===== src/rtl/keypad_pkg.sv =====
// Shared keypad constants and the entry FSM state type.
// Key codes are the scanner's 5-bit codes: 0-15 are keys, 16 means no key held.
package keypad_pkg;

  localparam logic [4:0] KEY_DIGIT_MAX = 5'd9;
  localparam logic [4:0] KEY_CLR       = 5'd10;
  localparam logic [4:0] KEY_BS        = 5'd11;
  localparam logic [4:0] KEY_ENT       = 5'd12;
  localparam logic [4:0] KEY_MODE      = 5'd13;
  localparam logic [4:0] KEY_NONE      = 5'd16;

  typedef enum logic [1:0] {
    StEntry   = 2'd0,
    StConvert = 2'd1,
    StCommit  = 2'd2
  } entry_state_e;

endpackage


===== src/rtl/keypad_entry_if.sv =====
// Keypad entry bus: scanner key stream in, BCD buffer and committed control words out.
//   master: the scanner/consumer side (drives key, keypress; observes results)
//   slave : keypad_entry (consumes key, keypress; drives everything else)
interface keypad_entry_if #(
  parameter int unsigned DIGITS  = 8,
  parameter int unsigned OUT_W   = 32,
  parameter int unsigned PHASE_W = 12
);
  localparam int unsigned CntW = $clog2(DIGITS + 1);

  logic [4:0]          key;
  logic                keypress;
  logic [4*DIGITS-1:0] digits_bcd;
  logic [CntW-1:0]     digit_count;
  logic                busy;
  logic [OUT_W-1:0]    freq_word;
  logic [PHASE_W-1:0]  phase_word;
  logic                mode;
  logic                out_valid;

  modport master (
    output key, keypress,
    input  digits_bcd, digit_count, busy, freq_word, phase_word, mode, out_valid
  );

  modport slave (
    input  key, keypress,
    output digits_bcd, digit_count, busy, freq_word, phase_word, mode, out_valid
  );
endinterface


===== src/rtl/bcd_serial_to_bin.sv =====
// Serial BCD-to-binary converter: one digit per cycle, acc = acc*10 + digit,
// walking from the most significant held digit (nibble count-1) down to nibble 0.
// Ports:
//   clk_i, rst_ni : clock, async active-low reset
//   start_i       : load acc=0 and idx=count_i-1, begin converting next cycle
//   count_i       : number of valid digits (must be > 0 when start_i is high)
//   digits_i      : BCD digits, newest in nibble 0; must stay stable while converting
//   acc_o         : running / final binary value, truncated to OUT_W
//   done_o        : high in the cycle that accumulates the last digit
module bcd_serial_to_bin #(
  parameter int unsigned DIGITS = 8,
  parameter int unsigned OUT_W  = 32
) (
  input  logic                         clk_i,
  input  logic                         rst_ni,
  input  logic                         start_i,
  input  logic [$clog2(DIGITS+1)-1:0]  count_i,
  input  logic [4*DIGITS-1:0]          digits_i,
  output logic [OUT_W-1:0]             acc_o,
  output logic                         done_o
);

  localparam int unsigned IdxW = (DIGITS > 1) ? $clog2(DIGITS) : 1;

  logic [IdxW-1:0]  idx_q, idx_d;
  logic [OUT_W-1:0] acc_q, acc_d;
  logic             run_q, run_d;
  logic [3:0]       digit;

  assign digit = digits_i[{idx_q, 2'b00} +: 4];

  always_comb begin
    acc_d = acc_q;
    idx_d = idx_q;
    run_d = run_q;
    if (start_i) begin
      acc_d = '0;
      idx_d = IdxW'(count_i - 1'b1);
      run_d = 1'b1;
    end else if (run_q) begin
      // x10 as shift-and-add; wraps modulo 2^OUT_W
      acc_d = (acc_q << 3) + (acc_q << 1) + OUT_W'(digit);
      if (idx_q == '0) begin
        run_d = 1'b0;
      end else begin
        idx_d = idx_q - 1'b1;
      end
    end
  end

  always_ff @(posedge clk_i or negedge rst_ni) begin
    if (!rst_ni) begin
      acc_q <= '0;
      idx_q <= '0;
      run_q <= 1'b0;
    end else begin
      acc_q <= acc_d;
      idx_q <= idx_d;
      run_q <= run_d;
    end
  end

  assign acc_o  = acc_q;
  assign done_o = run_q && (idx_q == '0);

endmodule


===== src/rtl/keypad_entry.sv =====
// Keypad decimal entry: collects digit keys into a BCD buffer (newest digit in nibble 0),
// converts on Enter (one digit per cycle) and commits the result as the frequency word,
// or the phase word when KEYPAD_ENTRY_PHASE_EN is defined and mode is 1.
// Ports:
//   clk     : system clock
//   reset_n : async active-low reset; clears everything, aborts a conversion
//   kp      : keypad_entry_if slave (key/keypress in; buffer, busy, words, mode, out_valid out)
// Build option: KEYPAD_ENTRY_PHASE_EN enables key 13 (mode toggle) and the phase word;
// without it mode and phase_word are tied to 0.
module keypad_entry
  import keypad_pkg::*;
#(
  parameter int unsigned DIGITS  = 8,
  parameter int unsigned OUT_W   = 32,
  parameter int unsigned PHASE_W = 12
) (
  input  logic          clk,
  input  logic          reset_n,
  keypad_entry_if.slave kp
);

  localparam int unsigned CntW = $clog2(DIGITS + 1);
  localparam logic [CntW-1:0] CountMax = CntW'(DIGITS);

  entry_state_e        state_q, state_d;
  logic [4*DIGITS-1:0] digits_q, digits_d;
  logic [CntW-1:0]     count_q, count_d;
  logic [OUT_W-1:0]    freq_q, freq_d;
  logic                out_valid_q, out_valid_d;
  logic                conv_start;
  logic                conv_done;
  logic [OUT_W-1:0]    conv_acc;
  logic                accept;

`ifdef KEYPAD_ENTRY_PHASE_EN
  logic               mode_q, mode_d;
  logic [PHASE_W-1:0] phase_q, phase_d;
`endif

  // key[4] set means "no key"; keys are only taken while idle in entry
  assign accept = kp.keypress && (kp.key < KEY_NONE) && (state_q == StEntry);

  bcd_serial_to_bin #(
    .DIGITS (DIGITS),
    .OUT_W  (OUT_W)
  ) u_conv (
    .clk_i    (clk),
    .rst_ni   (reset_n),
    .start_i  (conv_start),
    .count_i  (count_q),
    .digits_i (digits_q),
    .acc_o    (conv_acc),
    .done_o   (conv_done)
  );

  always_comb begin
    state_d     = state_q;
    digits_d    = digits_q;
    count_d     = count_q;
    freq_d      = freq_q;
    out_valid_d = 1'b0;
    conv_start  = 1'b0;
`ifdef KEYPAD_ENTRY_PHASE_EN
    mode_d      = mode_q;
    phase_d     = phase_q;
`endif

    unique case (state_q)
      StEntry: begin
        if (accept) begin
          if (kp.key <= KEY_DIGIT_MAX) begin
            if (count_q < CountMax) begin
              digits_d = {digits_q[4*DIGITS-5:0], kp.key[3:0]};
              count_d  = count_q + 1'b1;
            end
          end else begin
            case (kp.key)
              KEY_CLR: begin
                digits_d = '0;
                count_d  = '0;
              end
              KEY_BS: begin
                if (count_q != '0) begin
                  digits_d = {4'h0, digits_q[4*DIGITS-1:4]};
                  count_d  = count_q - 1'b1;
                end
              end
              KEY_ENT: begin
                if (count_q != '0) begin
                  conv_start = 1'b1;
                  state_d    = StConvert;
                end
              end
              KEY_MODE: begin
`ifdef KEYPAD_ENTRY_PHASE_EN
                mode_d = ~mode_q;
`endif
              end
              default: ;
            endcase
          end
        end
      end
      StConvert: begin
        if (conv_done) begin
          state_d = StCommit;
        end
      end
      StCommit: begin
`ifdef KEYPAD_ENTRY_PHASE_EN
        if (mode_q) begin
          phase_d = conv_acc[PHASE_W-1:0];
        end else begin
          freq_d = conv_acc;
        end
`else
        freq_d = conv_acc;
`endif
        out_valid_d = 1'b1;
        digits_d    = '0;
        count_d     = '0;
        state_d     = StEntry;
      end
      default: state_d = StEntry;
    endcase
  end

  always_ff @(posedge clk or negedge reset_n) begin
    if (!reset_n) begin
      state_q     <= StEntry;
      digits_q    <= '0;
      count_q     <= '0;
      freq_q      <= '0;
      out_valid_q <= 1'b0;
    end else begin
      state_q     <= state_d;
      digits_q    <= digits_d;
      count_q     <= count_d;
      freq_q      <= freq_d;
      out_valid_q <= out_valid_d;
    end
  end

`ifdef KEYPAD_ENTRY_PHASE_EN
  always_ff @(posedge clk or negedge reset_n) begin
    if (!reset_n) begin
      mode_q  <= 1'b0;
      phase_q <= '0;
    end else begin
      mode_q  <= mode_d;
      phase_q <= phase_d;
    end
  end

  assign kp.mode       = mode_q;
  assign kp.phase_word = phase_q;
`else
  assign kp.mode       = 1'b0;
  assign kp.phase_word = {PHASE_W{1'b0}};
`endif

  assign kp.digits_bcd  = digits_q;
  assign kp.digit_count = count_q;
  assign kp.busy        = (state_q != StEntry);
  assign kp.freq_word   = freq_q;
  assign kp.out_valid   = out_valid_q;

endmodule


===== src/flat_wrapper.sv =====
// flat-port wrapper written by rule: the top's interface ports become plain ports
module keypad_entry_flat import keypad_pkg::*;
#(
  parameter int unsigned DIGITS  = 8,
  parameter int unsigned OUT_W   = 32,
  parameter int unsigned PHASE_W = 12
)
  (clk, reset_n, kp_key, kp_keypress, kp_digits_bcd, kp_digit_count, kp_busy, kp_freq_word, kp_phase_word, kp_mode, kp_out_valid);
  keypad_entry_if #(.DIGITS(DIGITS), .OUT_W(OUT_W), .PHASE_W(PHASE_W)) kp_i ();
  input  logic clk;
  input  logic reset_n;
  input wire logic [$bits(kp_i.key)-1:0] kp_key;
  input wire logic [$bits(kp_i.keypress)-1:0] kp_keypress;
  output wire logic [$bits(kp_i.digits_bcd)-1:0] kp_digits_bcd;
  output wire logic [$bits(kp_i.digit_count)-1:0] kp_digit_count;
  output wire logic [$bits(kp_i.busy)-1:0] kp_busy;
  output wire logic [$bits(kp_i.freq_word)-1:0] kp_freq_word;
  output wire logic [$bits(kp_i.phase_word)-1:0] kp_phase_word;
  output wire logic [$bits(kp_i.mode)-1:0] kp_mode;
  output wire logic [$bits(kp_i.out_valid)-1:0] kp_out_valid;
  assign kp_i.key = kp_key;
  assign kp_i.keypress = kp_keypress;
  assign kp_digits_bcd = kp_i.digits_bcd;
  assign kp_digit_count = kp_i.digit_count;
  assign kp_busy = kp_i.busy;
  assign kp_freq_word = kp_i.freq_word;
  assign kp_phase_word = kp_i.phase_word;
  assign kp_mode = kp_i.mode;
  assign kp_out_valid = kp_i.out_valid;
  keypad_entry #(.DIGITS(DIGITS), .OUT_W(OUT_W), .PHASE_W(PHASE_W)) u_core (.clk(clk), .reset_n(reset_n), .kp(kp_i));
endmodule

===== config.mk =====
export PLATFORM = sky130hd
export DESIGN_NAME = keypad_entry_flat
export DESIGN_NICKNAME = d
export VERILOG_FILES = /design/src/rtl/keypad_pkg.sv /design/src/rtl/keypad_entry_if.sv /design/src/rtl/bcd_serial_to_bin.sv /design/src/rtl/keypad_entry.sv /design/src/flat_wrapper.sv
export SDC_FILE = /design/constraint.sdc
export NUM_CORES = 1
export LEC_CHECK = 0
export BUFFER_PORTS_ARGS = -buffer_cell sky130_fd_sc_hd__buf_2
export CAP_MARGIN = 20
export CORE_UTILIZATION = 32
export DETAILED_ROUTE_END_ITERATION = 8
export PLACE_DENSITY = 0.49
export SKIP_CTS_REPAIR_TIMING = 1
export SLEW_MARGIN = 20
export SYNTH_ARGS = -nofsm -noshare
export SYNTH_HDL_FRONTEND = slang
export SYNTH_SLANG_ARGS = --single-unit

===== constraint.sdc =====
create_clock -name clk -period 5.6 [get_ports clk]
set_input_delay 0.28 -clock clk [delete_from_list [all_inputs] [get_ports clk]]
set_output_delay 0.28 -clock clk [all_outputs]
set_load 0.1 [all_outputs]

==> out/metrics.cfg <==
[run_status]
status=completed

[sta]
slew_headroom=0.380
timing.final.ws_setup_ns=1.49
post-route-min-period_ns=4.11
min_period_over_period=0.734
finalClockSkew_ns=0.00954
slew_viol_final=0
hold_violations=0
rsz0062_at_grt=false
fin_tns_setup_ns=0
fmax_mhz=243
worstMarginPinSlew_ns=0.930
setup_viol=0

[floorplan]
start_util=0.330
die_x_um=147
die_h_um=147
num_rows=52
fp.coreArea_um2=20400
die_area_um2=21700
ios=91

[worst_setup_path]
critPathLaunch=u_core.u_conv.idx_q[0]
crit_type=reg2reg
startpoint_type=flip-flop
worstPathMaxFanout=10
critPathCapture=u_core.u_conv.acc_o[22]
crit-reg2reg-launch=u_core.u_conv.idx_q[0]
ff2ff_path_depth=13
arrival_ns=4.34
r2r_slack_ns=1.49
reg2reg_to=u_core.u_conv.acc_o[22]
cp-end-kind=flip-flop
worst_ep_required_time_ns=5.83

[hold_path]
min_path_type=in2async

[yosys]
ys_ff_latch=107
synth_seq_area_share=0.397
synth.distinct_cells=58
synth-async-reset-ratio=1.00
synth_edf_count=0
syn_area_um2=6740
synthFlopType=dfrtp_1
yosysWarningCount=0
syn-instance-count=735
avgSynthCellArea_um2=9.17

[cells_and_area]
fin_cells=1062
nFillCells=2170
final_util=0.373
diodes=0
nets=860
multi_input_area_um2=3800
areaGrowthSynthToFinish_pct=12.9
layout-drive-gt1-share=0.158
ff_latch_area_um2=2680

[placement]
pre_cts_slack_ns=1.51
hpwl_mm=12.2
dp.cells=1046
gp_congestion=0.814
io_buffers=77

[clock_tree]
clock_path_buffers=2
cts_buffers=9
clockRootBuffer=clkbuf_16
path_clk_slew_ns=0.08
htree_levels=3
clock_sinks=107
clock_latency_ns=0.36
cts_tree=built

[global_route]
grt_max_degree=67
grt_pass1_wl_mm=29.3
grt_overflow=0
grt_pass1_vias=5404
antenna_found_initial=0
grtUsageTotal=0.170

[detailed_routing]
drt_iter0_drc=361
drcViolationCount=0
wire_per_inst_um=16.5
wl_mm=17.5
drt_pass1_iterations=4
final_antenna_net_count=0
vias=5445
viasPerCell=5.13

[job]
cap_violations=0

## per-stage QoR
step / hold slack (ns) / instance area [um^2]
2_1_floorplan: -0.0156 / 6790
3_3_place_gp: 0.454 / 7300
3_5_place_dp: 0.459 / 7300
4_1_cts: 0.0799 / 7610
5_1_grt: 0.128 / 7610
6_report: 0.0328 / 7610
## critical path, stage by stage (launching register included)
cell and delay [ns]:
dfrtp_1 0.65, mux4_2 0.56, mux2_2 0.28, ha_1 0.27, ha_1 0.23, fa_1 0.41, a21o_1 0.22, a311o_1 0.40
a211oi_2 0.22, nor2_2 0.11, a21o_1 0.20, a21oi_2 0.18, xor2_1 0.16, o21ai_1 0.07
## how the worst min path moves through the flow
| stage | from | end | slack [ns] |
|---|---|---|---|
| floorplan | reset_n | u_core.kp.digit_count[0] | -0.02 |
| global placement | u_core.kp.freq_word[18] | u_core.kp.freq_word[18] | 0.45 |
| detailed placement | u_core.kp.freq_word[17] | u_core.kp.freq_word[17] | 0.46 |
| CTS | reset_n | u_core.kp.freq_word[14] | 0.08 |
| global route | reset_n | u_core.kp.freq_word[14] | 0.13 |
| finish | reset_n | u_core.kp.freq_word[14] | 0.03 |
## layout by cell type (no fill, tap or decap), types with 3 or more instances in the layout
cell and n:
nand2_1 124, dfrtp_1 106, buf_2 76, nor2_1 64, a21oi_1 63, ha_1 63
o21ai_0 36, a22oi_1 27, xnor2_1 22, mux2i_1 20, a21o_1 15, inv_1 15
conb_1 13, nand3_1 12, nor3_1 10, clkbuf_16 9, mux4_2 8, xor2_1 7
a31oi_1 7, buf_4 7, a211oi_1 6, nand4_1 6, nor2b_1 5, o211ai_1 4
nor3b_1 4, o2111ai_1 3, nand2b_1 3, o22ai_1 3, a41oi_1 3, nor2_2 3
## cells in the mapped netlist, types with 3 or more instances
master	n	area (um^2)
nor3_1	10	50.1
o22ai_1	3	18.8
a211oi_1	6	45.0
nor2_1	67	251
nor3b_1	4	30.0
ha_1	63	788
dfrtp_1	107	2680
buf_1	5	18.8
nand4_1	6	37.5
o211ai_1	4	30.0
nor2b_1	5	31.3
mux2i_1	20	200
inv_1	15	56.3
a41oi_1	3	26.3
o2111ai_1	3	26.3
nand2_1	124	465
o21ai_0	36	180
nand3_1	12	60.1
a22oi_1	27	203
a21oi_1	63	315
xnor2_1	22	193
buf_2	11	55.1
xor2_1	7	61.3
a21o_1	15	113
a31oi_1	7	43.8
buf_4	14	105
clkbuf_1	23	86.3
nand2b_1	4	25.0
mux4_2	8	180
## area by class of cell
type,instances,area share
clock inverter,7,0.0110
inverter,15,0.00740
timing repair buffer,83,0.0569
multi-input combinational,571,0.499
sequential,107,0.352
clock buffer,9,0.0296
tap,270,0.0444
## flip-flops by register name (all words and copies together) (netlist names)
name and flops:
u_core.kp.freq_word 32, u_core.kp.digit_count 4, u_core.kp.out_valid 1, u_core.u_conv.run_q 1, u_core.state_q 2, u_core.u_conv.acc_o 32, u_core.u_conv.idx_q 3, u_core.kp.digits_bcd 32
## routing by layer
layer  wire length (um)  vias up  global-route usage
met4                153        0              0.0361
met3                724       11              0.0270
li1                   -     2696                   -
met2               8210      108               0.284
met1               8380     2630               0.229
met5                  0        -                   0
## logic make-up (layout without fill, tap and decap cells)
kind of cell | after synthesis | in the layout | synth area share
buffers and inverters | 69 | 114 | 0.0494
multiplexers | 30 | 30 | 0.0598
adder cells (fa/ha/maj) | 65 | 65 | 0.123
AO/OA/AOI/OAI | 187 | 187 | 0.176
AND/OR/NAND/NOR | 247 | 247 | 0.157
XOR/XNOR | 29 | 29 | 0.0377
flip-flops | 107 | 107 | 0.397
other | 1 | 13 | 0.000556
Power is not shown: default switching activity piles up to over one toggle a cycle in this logic, so the estimate is an artifact.
